===== src/rtl/quickdev_bus_pkg.sv =====
// Shared QuickDev bus constants: arbiter FSM state encodings, requester ids
// and default widths used by the SRAM arbiter and its round-robin helper.
package quickdev_bus_pkg;

    localparam int DEF_DWIDTH      = 8;
    localparam int DEF_AWIDTH      = 19;
    localparam int DEF_WAIT_CYCLES = 2;

    // Wait counter is sized for the largest legal WAIT_CYCLES (15).
    localparam int CNT_W = 4;

    localparam logic [3:0] ST_IDLE   = 4'b0001;
    localparam logic [3:0] ST_SETUP  = 4'b0010;
    localparam logic [3:0] ST_STROBE = 4'b0100;
    localparam logic [3:0] ST_DONE   = 4'b1000;

    localparam logic PORT_AVR  = 1'b0;
    localparam logic PORT_SNES = 1'b1;

endpackage


===== src/rtl/sram_arb_rr.sv =====
// Two-requester round-robin decision: a lone request always wins, a tie goes
// to the port that was not granted last.
module sram_arb_rr
    import quickdev_bus_pkg::*;
(
    input  logic i_a_req,
    input  logic i_s_req,
    input  logic i_last_grant,
    output logic o_grant,
    output logic o_port
);

    // NOTE: every output gets a default first so no path through this block infers a latch.
    always_comb begin
        o_grant = i_a_req | i_s_req;
        o_port  = PORT_AVR;
        if (i_a_req && i_s_req) begin
            o_port = (i_last_grant == PORT_AVR) ? PORT_SNES : PORT_AVR;
        end else if (i_s_req) begin
            o_port = PORT_SNES;
        end
    end

endmodule


===== src/rtl/sram_arbiter.sv =====
// Shares one asynchronous SRAM between the AVR and SNES requesters using a
// four-phase req/ack handshake and a fixed-length strobe per access.
module sram_arbiter
    import quickdev_bus_pkg::*;
#(
    parameter int DWIDTH      = DEF_DWIDTH,
    parameter int AWIDTH      = DEF_AWIDTH,
    parameter int WAIT_CYCLES = DEF_WAIT_CYCLES
) (
    input  logic              clk,
    input  logic              reset,
    input  logic              a_req,
    input  logic              a_we,
    input  logic [AWIDTH-1:0] a_addr,
    input  logic [DWIDTH-1:0] a_wdata,
    output logic              a_ack,
    output logic [DWIDTH-1:0] a_rdata,
    input  logic              s_req,
    input  logic              s_we,
    input  logic [AWIDTH-1:0] s_addr,
    input  logic [DWIDTH-1:0] s_wdata,
    output logic              s_ack,
    output logic [DWIDTH-1:0] s_rdata,
    output logic [AWIDTH-1:0] sram_addr,
    output logic [DWIDTH-1:0] sram_dq_o,
    output logic              sram_dq_oe,
    input  logic [DWIDTH-1:0] sram_dq_i,
    output logic              sram_ce_n,
    output logic              sram_we_n,
    output logic              sram_oe_n
);

    localparam logic [CNT_W-1:0] CNT_LOAD = CNT_W'(WAIT_CYCLES - 1);

    logic [3:0]        r_state;
    logic [CNT_W-1:0]  r_cnt;
    logic              r_port;
    logic              r_last;
    logic              r_we;
    logic [AWIDTH-1:0] r_addr;
    logic [DWIDTH-1:0] r_wdata;
    logic [DWIDTH-1:0] r_a_rdata;
    logic [DWIDTH-1:0] r_s_rdata;
    logic              r_a_ack;
    logic              r_s_ack;

    logic w_req_valid;
    logic w_req_port;
    logic w_granted_req;
    logic w_in_setup;
    logic w_in_strobe;

    sram_arb_rr u_rr (
        .i_a_req      (a_req),
        .i_s_req      (s_req),
        .i_last_grant (r_last),
        .o_grant      (w_req_valid),
        .o_port       (w_req_port)
    );

    assign w_granted_req = (r_port == PORT_SNES) ? s_req : a_req;
    assign w_in_setup    = (r_state == ST_SETUP);
    assign w_in_strobe   = (r_state == ST_STROBE);

    // NOTE: non-blocking assignments so every register updates from pre-edge values.
    always_ff @(posedge clk) begin
        if (reset) begin
            r_state   <= ST_IDLE;
            r_cnt     <= '0;
            r_port    <= PORT_AVR;
            r_last    <= PORT_AVR;
            r_we      <= 1'b0;
            r_addr    <= '0;
            r_wdata   <= '0;
            r_a_rdata <= '0;
            r_s_rdata <= '0;
            r_a_ack   <= 1'b0;
            r_s_ack   <= 1'b0;
        end else begin
            case (r_state)
                ST_IDLE: begin
                    if (w_req_valid) begin
                        r_state <= ST_SETUP;
                        r_port  <= w_req_port;
                        r_last  <= w_req_port;
                        if (w_req_port == PORT_SNES) begin
                            r_we    <= s_we;
                            r_addr  <= s_addr;
                            r_wdata <= s_wdata;
                        end else begin
                            r_we    <= a_we;
                            r_addr  <= a_addr;
                            r_wdata <= a_wdata;
                        end
                    end
                end
                ST_SETUP: begin
                    r_state <= ST_STROBE;
                    r_cnt   <= CNT_LOAD;
                end
                ST_STROBE: begin
                    if (r_cnt == '0) begin
                        // Last strobe cycle: read data is valid on the bus now.
                        r_state <= ST_DONE;
                        r_a_ack <= (r_port == PORT_AVR);
                        r_s_ack <= (r_port == PORT_SNES);
                        if (!r_we) begin
                            if (r_port == PORT_SNES) r_s_rdata <= sram_dq_i;
                            else                     r_a_rdata <= sram_dq_i;
                        end
                    end else begin
                        r_cnt <= r_cnt - CNT_W'(1);
                    end
                end
                ST_DONE: begin
                    if (!w_granted_req) begin
                        r_state <= ST_IDLE;
                        r_a_ack <= 1'b0;
                        r_s_ack <= 1'b0;
                    end
                end
                default: begin
                    r_state <= ST_IDLE;
                    r_a_ack <= 1'b0;
                    r_s_ack <= 1'b0;
                end
            endcase
        end
    end

    assign sram_addr  = r_addr;
    assign sram_dq_o  = r_wdata;
    assign sram_dq_oe = (w_in_setup | w_in_strobe) & r_we;
    assign sram_ce_n  = ~(w_in_setup | w_in_strobe);
    assign sram_we_n  = ~(w_in_strobe & r_we);
    assign sram_oe_n  = ~(w_in_strobe & ~r_we);

    assign a_ack   = r_a_ack;
    assign s_ack   = r_s_ack;
    assign a_rdata = r_a_rdata;
    assign s_rdata = r_s_rdata;

endmodule


===== config.mk =====
export PLATFORM = sky130hd
export DESIGN_NAME = sram_arbiter
export DESIGN_NICKNAME = d
export VERILOG_FILES = /design/src/rtl/quickdev_bus_pkg.sv /design/src/rtl/sram_arb_rr.sv /design/src/rtl/sram_arbiter.sv
export SDC_FILE = /design/constraint.sdc
export NUM_CORES = 1
export LEC_CHECK = 0
export ABC_AREA = 1
export CORE_ASPECT_RATIO = 1.4
export CORE_MARGIN = 8
export CORE_UTILIZATION = 35
export CTS_CLUSTER_SIZE = 16
export DETAILED_ROUTE_END_ITERATION = 12
export GPL_TIMING_DRIVEN = 1
export PLACE_DENSITY_LB_ADDON = 0.2
export SLEW_MARGIN = 20
export SYNTH_ARGS = -nofsm -noshare
export SYNTH_HDL_FRONTEND = slang
export SYNTH_SLANG_ARGS = --single-unit

===== constraint.sdc =====
create_clock -name clk -period 1.7 [get_ports clk]
set_clock_uncertainty 0.05 [all_clocks]
set_input_delay 0.17 -clock clk [delete_from_list [all_inputs] [get_ports clk]]
set_output_delay 0.17 -clock clk [all_outputs]
set_load 0.03 [all_outputs]

# Word-level counts from Yosys, hierarchy flattened
# Cells that the tools add are included.
[word_totals] register_bits=55 input_bits=68
[classes] addsub=1 n_eq_ne=8 mux=18 n_bitwise=11 n_reduce_logical=10
[op_table] operator="$mux W19" n=1
[op_table] operator="$mux W4" n=4
[op_table] operator="$pmux W4 S4" n=1
[op_table] operator="$mux W1" n=8
[op_table] operator="$mux W8" n=1
[op_table] operator="$pmux W4 S2" n=1
[op_table] operator="$reduce_and A4 Y1" n=2
[op_table] operator="$not A1 Y1" n=6
[op_table] operator="$pmux W1 S3" n=2
[op_table] operator="$reduce_and A3 Y1" n=2
[op_table] operator="$eq A4 B1 Y1 const B" n=1
[op_table] operator="$eq A4 B2 Y1 const B" n=1
[op_table] operator="$eq A4 B3 Y1 const B" n=1
[op_table] operator="$eq A4 B4 Y1 const B" n=1
[op_table] operator="$logic_not A4 Y1" n=1
[op_table] operator="$ne A2 B1 Y1 const B" n=2
[op_table] operator="$ne A2 B2 Y1 const B" n=2
[op_table] operator="$reduce_and A2 Y1" n=2
[op_table] operator="$sub A4 B1 Y4 const B" n=1
[op_table] operator="$and A1 B1 Y1" n=3
[op_table] operator="$or A1 B1 Y1" n=2
[op_table] operator="$reduce_bool A2 Y1" n=1
[op_table] operator="$reduce_or A2 Y1" n=1
[op_table] operator="$logic_and A1 B1 Y1" n=1

# Depth between registers and ports, before layout
[logic_depth] depth_word=4 mapped_depth=9 mapped_depth_nobuf=8

# Modules after synthesis
# A second synthesis with hierarchy kept.
[unflattened] hier_cells=378 hier_area_um2=2603.7
[by_module_without_submodules] module="sram_arbiter" instances=1 cells_per_inst=375 area_per_inst_um2=2588.7
[by_module_without_submodules] module="sram_arb_rr" instances=1 cells_per_inst=3 area_per_inst_um2=15.0

# Least setup slack after synthesis
# OpenSTA, ideal clock, no wires.
[synth_path] path_kind="flip-flop to output port" start="register r_state[2]" end="output port sram_dq_oe" arrival_time_ps=1340 t_required_ps=1480 slack_ps=140 stages_incl_launch_ff=6 path_buffers=0 cell_sequence="dfxtp_1 > inv_2 > nand2_2 > nor2_1 > nor2_1 > nor2_1"
[synth_via] elab_chain_cells=3 word_cells_on_any_way=4 classes_between="eq/ne (2); bitwise (2)"
[synth_rtl] element="from (decl)" line_no="sram_arbiter.sv:35" text="logic [3:0] r_state;"
[synth_rtl] element="from (signal assigned)" line_no="sram_arbiter.sv:68" text="r_state <= ST_IDLE;"
[synth_rtl] element="from (signal assigned)" line_no="sram_arbiter.sv:83" text="r_state <= ST_SETUP;"
[synth_rtl] element="from (signal assigned)" line_no="sram_arbiter.sv:98" text="r_state <= ST_STROBE;"
[synth_rtl] element="$eq A4 B2 Y1 / $eq A4 B3 Y1 (equally long branches)" line_no="sram_arbiter.sv:62, sram_arbiter.sv:63"
[synth_rtl] element="$or A1 B1 Y1 *" line_no="sram_arbiter.sv:133" text="assign sram_dq_oe = (w_in_setup | w_in_strobe) & r_we;"
[synth_rtl] element="$and A1 B1 Y1 *" line_no="sram_arbiter.sv:133"
[synth_rtl] element="to (decl)" line_no="sram_arbiter.sv:26" text="output logic sram_dq_oe,"
# Every way passes the cells marked *; elsewhere a longest branch is shown, timed or not.

# Worst setup path in the final report
[layout_path] start="register r_state[0]" end="output port sram_dq_oe"
# The elaborated chain is that of the path after synthesis.

==> flow_summary.yaml <==
sta:
  layout_setup_ws_ns: 0.09672
  period_minus_slack_ns: 1.603
  worst-slew-pin-transition_ns: 0.5407
  max_freq_ghz: 0.6237
  hold_viol: 0
  final.period_utilization: 0.9431
  max_slew_margin: 0.6392
  setup_violations: 0
  drv_slew: 0
floorplan:
  top_level_ports: 117
  core_area_um2: 7361
  die_area_um2: 10660
  die-width_um: 89.56
  row_count: 37
  floorplan.initialDensity: 0.3602
  die_h_um: 119.0
outcome:
  status: "complete, no violations"
flow_run:
  cap_violations: 0
cells_and_area:
  antenna_cells: 0
  num-fill-cells: 716
  final_common_cell: "nand2_1"
  utilization: 0.5477
  layout-drive-gt1-share: 0.1759
  area_delta_synth_final_pct: 52.05
  final_cell_mix: "nand2_1 (140), clkdlybuf4s50_1 (111), dfxtp_1 (52), nor2_1 (35), nand2_2 (23)"
  fin_nets: 557
grt:
  grt_pass1_wl_mm: 12.14
  gr-usage-met3: 0.06607
  gr-max-usage-layer: "met2"
  grt_usage: 0.1416
  use_met1: 0.1436
  grt_max_degree: 34
  antenna_found_initial: 0
  first_global_vias: 2682
  grt_overflow_total: 0
  met2_usage: 0.2447
clock_network:
  postCtsHoldBufs: 0
  htreeDepth: 2
  path_clk_slew_ns: 0.10
  insertion_delay_ns: 0.31
  cts_setup_buffers: 0
  clockRootBuffer: "clkbuf_8"
  cts_max_path_buffers: 2
  cts_tree: "yes"
  cts_inserted_buffers: 5
  numClockSinks: 55
yosys:
  syn_area_um2: 2651
  seq_area_frac_synth: 0.4153
  yosysUniqueCellTypes: 23
  syn_avg_cell_area_um2: 7.108
  yosysWarnings: 0
  synth_nets: 442
  synth_seq_cells: 55
  netlist_instances: 373
route:
  route.antenna.remaining_nets: 0
  first_iter_violations: 115
  drcViolationCount: 0
  vias_per_cell: 4.565
  vias: 2675
  drt-pass1-iter-count: 4
  wl_per_cell_um: 12.82
  wl_mm: 7.515
critical_path:
  crit_path_end_kind: "output port"
  critPathLaunchType: "flip-flop"
  path_class: "reg2out"
  cp_max_fo: 3
  crit_required_ns: 1.48
  cp.arrival_ns: 1.38
power:
  seq_power_share: 0.425
  power_frac_clock: 0.233
  power.switching_mw: 1.165
  p_leak_nw: 1.628
  vdd_ir_drop_max_mv: 0.3570
  switching_share: 0.3392
  p_int_mw: 2.269
  p_comb_frac: 0.342
  p_per_area_nw_per_um2: 851.9
hold_path:
  min_path_type: "in2reg"
placed_design:
  place.gp.congestion: 0.7611
  io_buffer_count: 116
  dpl_worst_slack_ns: -0.01061
  dp_hpwl_mm: 5.816
critical path, cell delays in order, from the launching register on:
cell and delay [ns]:
dfxtp_2 0.34, inv_1 0.07, nand2_1 0.10, nor2_4 0.14, buf_6 0.13, nor2_4 0.05, nor2_2 0.08, buf_4 0.16
cell type report:
class / count / area (µm²) / share of cell area
clock inverters: 1 / 7.507 / 0.001862
flip-flops and latches: 55 / 1105 / 0.2741
inverters: 13 / 48.80 / 0.01210
clock buffers: 7 / 96.34 / 0.02390
repair buffers: 126 / 1240 / 0.3076
multi-input cells: 287 / 1413 / 0.3504
well taps: 97 / 121.4 / 0.03011
power groups by stage:
stage	sequential [mW]	combinational, mW	clock, mW
after CTS	1.46	1.18	0.826
after detailed placement	1.49	1.17	0
after global routing	1.47	1.29	0.873
final	1.46	1.18	0.800
after global placement	1.48	1.16	0
after floorplan	1.65	0.572	0
cell usage after synthesis (all sizes together):
cell,instances,area [µm²]
nor2,44,204.0
buf,11,95.09
nand4,5,43.79
nand2,164,675.6
nand3,4,20.02
inv,13,48.80
a21oi,33,240.2
o21ai,19,98.85
ha,1,12.51
clkbuf,7,26.28
dfxtp,55,1101
nor3,17,85.08
final timing paths:
kind / startpoint / to / slack, ns / cells past startpoint
worst min register to register: sram_dq_o[5] / sram_dq_o[5] / 0.42 / 2
worst max register to register: r_cnt[0] / a_rdata[7] / 0.17 / 8
worst max-delay path: r_state[0] / sram_dq_oe / 0.1 / 7
worst min-delay path: reset / r_state[0] / 0.34 / 3
metal layers:
metal	vias up	routed length, µm
met5	-	0
met1	1166	2915
met4	0	115
li1	1412	-
met2	90	3634
met3	7	849
kinds of logic after synthesis:
| group | Yosys count | share of synthesized area |
|---|---|---|
| DFF | 55 | 0.4153 |
| and+or+nand+nor | 234 | 0.3879 |
| adders and majority gates | 1 | 0.004718 |
| buffers and inverters | 31 | 0.06418 |
| AOI/OAI and AO/OA | 52 | 0.1279 |
sequential cells by signal, indices dropped and copies added (netlist names), 4 cells and up:
name       count
a_rdata        8
r_cnt          4
r_state        4
s_rdata        8
sram_addr     19
sram_dq_o      8
metrics by stage:
stage	power [mW]	std cells	hold slack (ns)	area (µm²)	setup TNS, ns
after floorplan	2.218	373	0.2621	2651	0
after global placement	2.648	578	0.4029	3890	0
after detailed placement	2.659	578	0.4088	3890	-0.04182
after CTS	3.460	586	0.3438	3995	0
after global routing	3.637	586	0.3603	4031	-0.003360
final	3.434	586	0.3358	4031	0
timing repair:
action | in CTS | in global routing
endpoints found under the setup margin | 4 | 10
pin swaps | 0 | 1
gates resized for setup | 4 | 10
No activity file was read; power rests on OpenSTA's default activity.
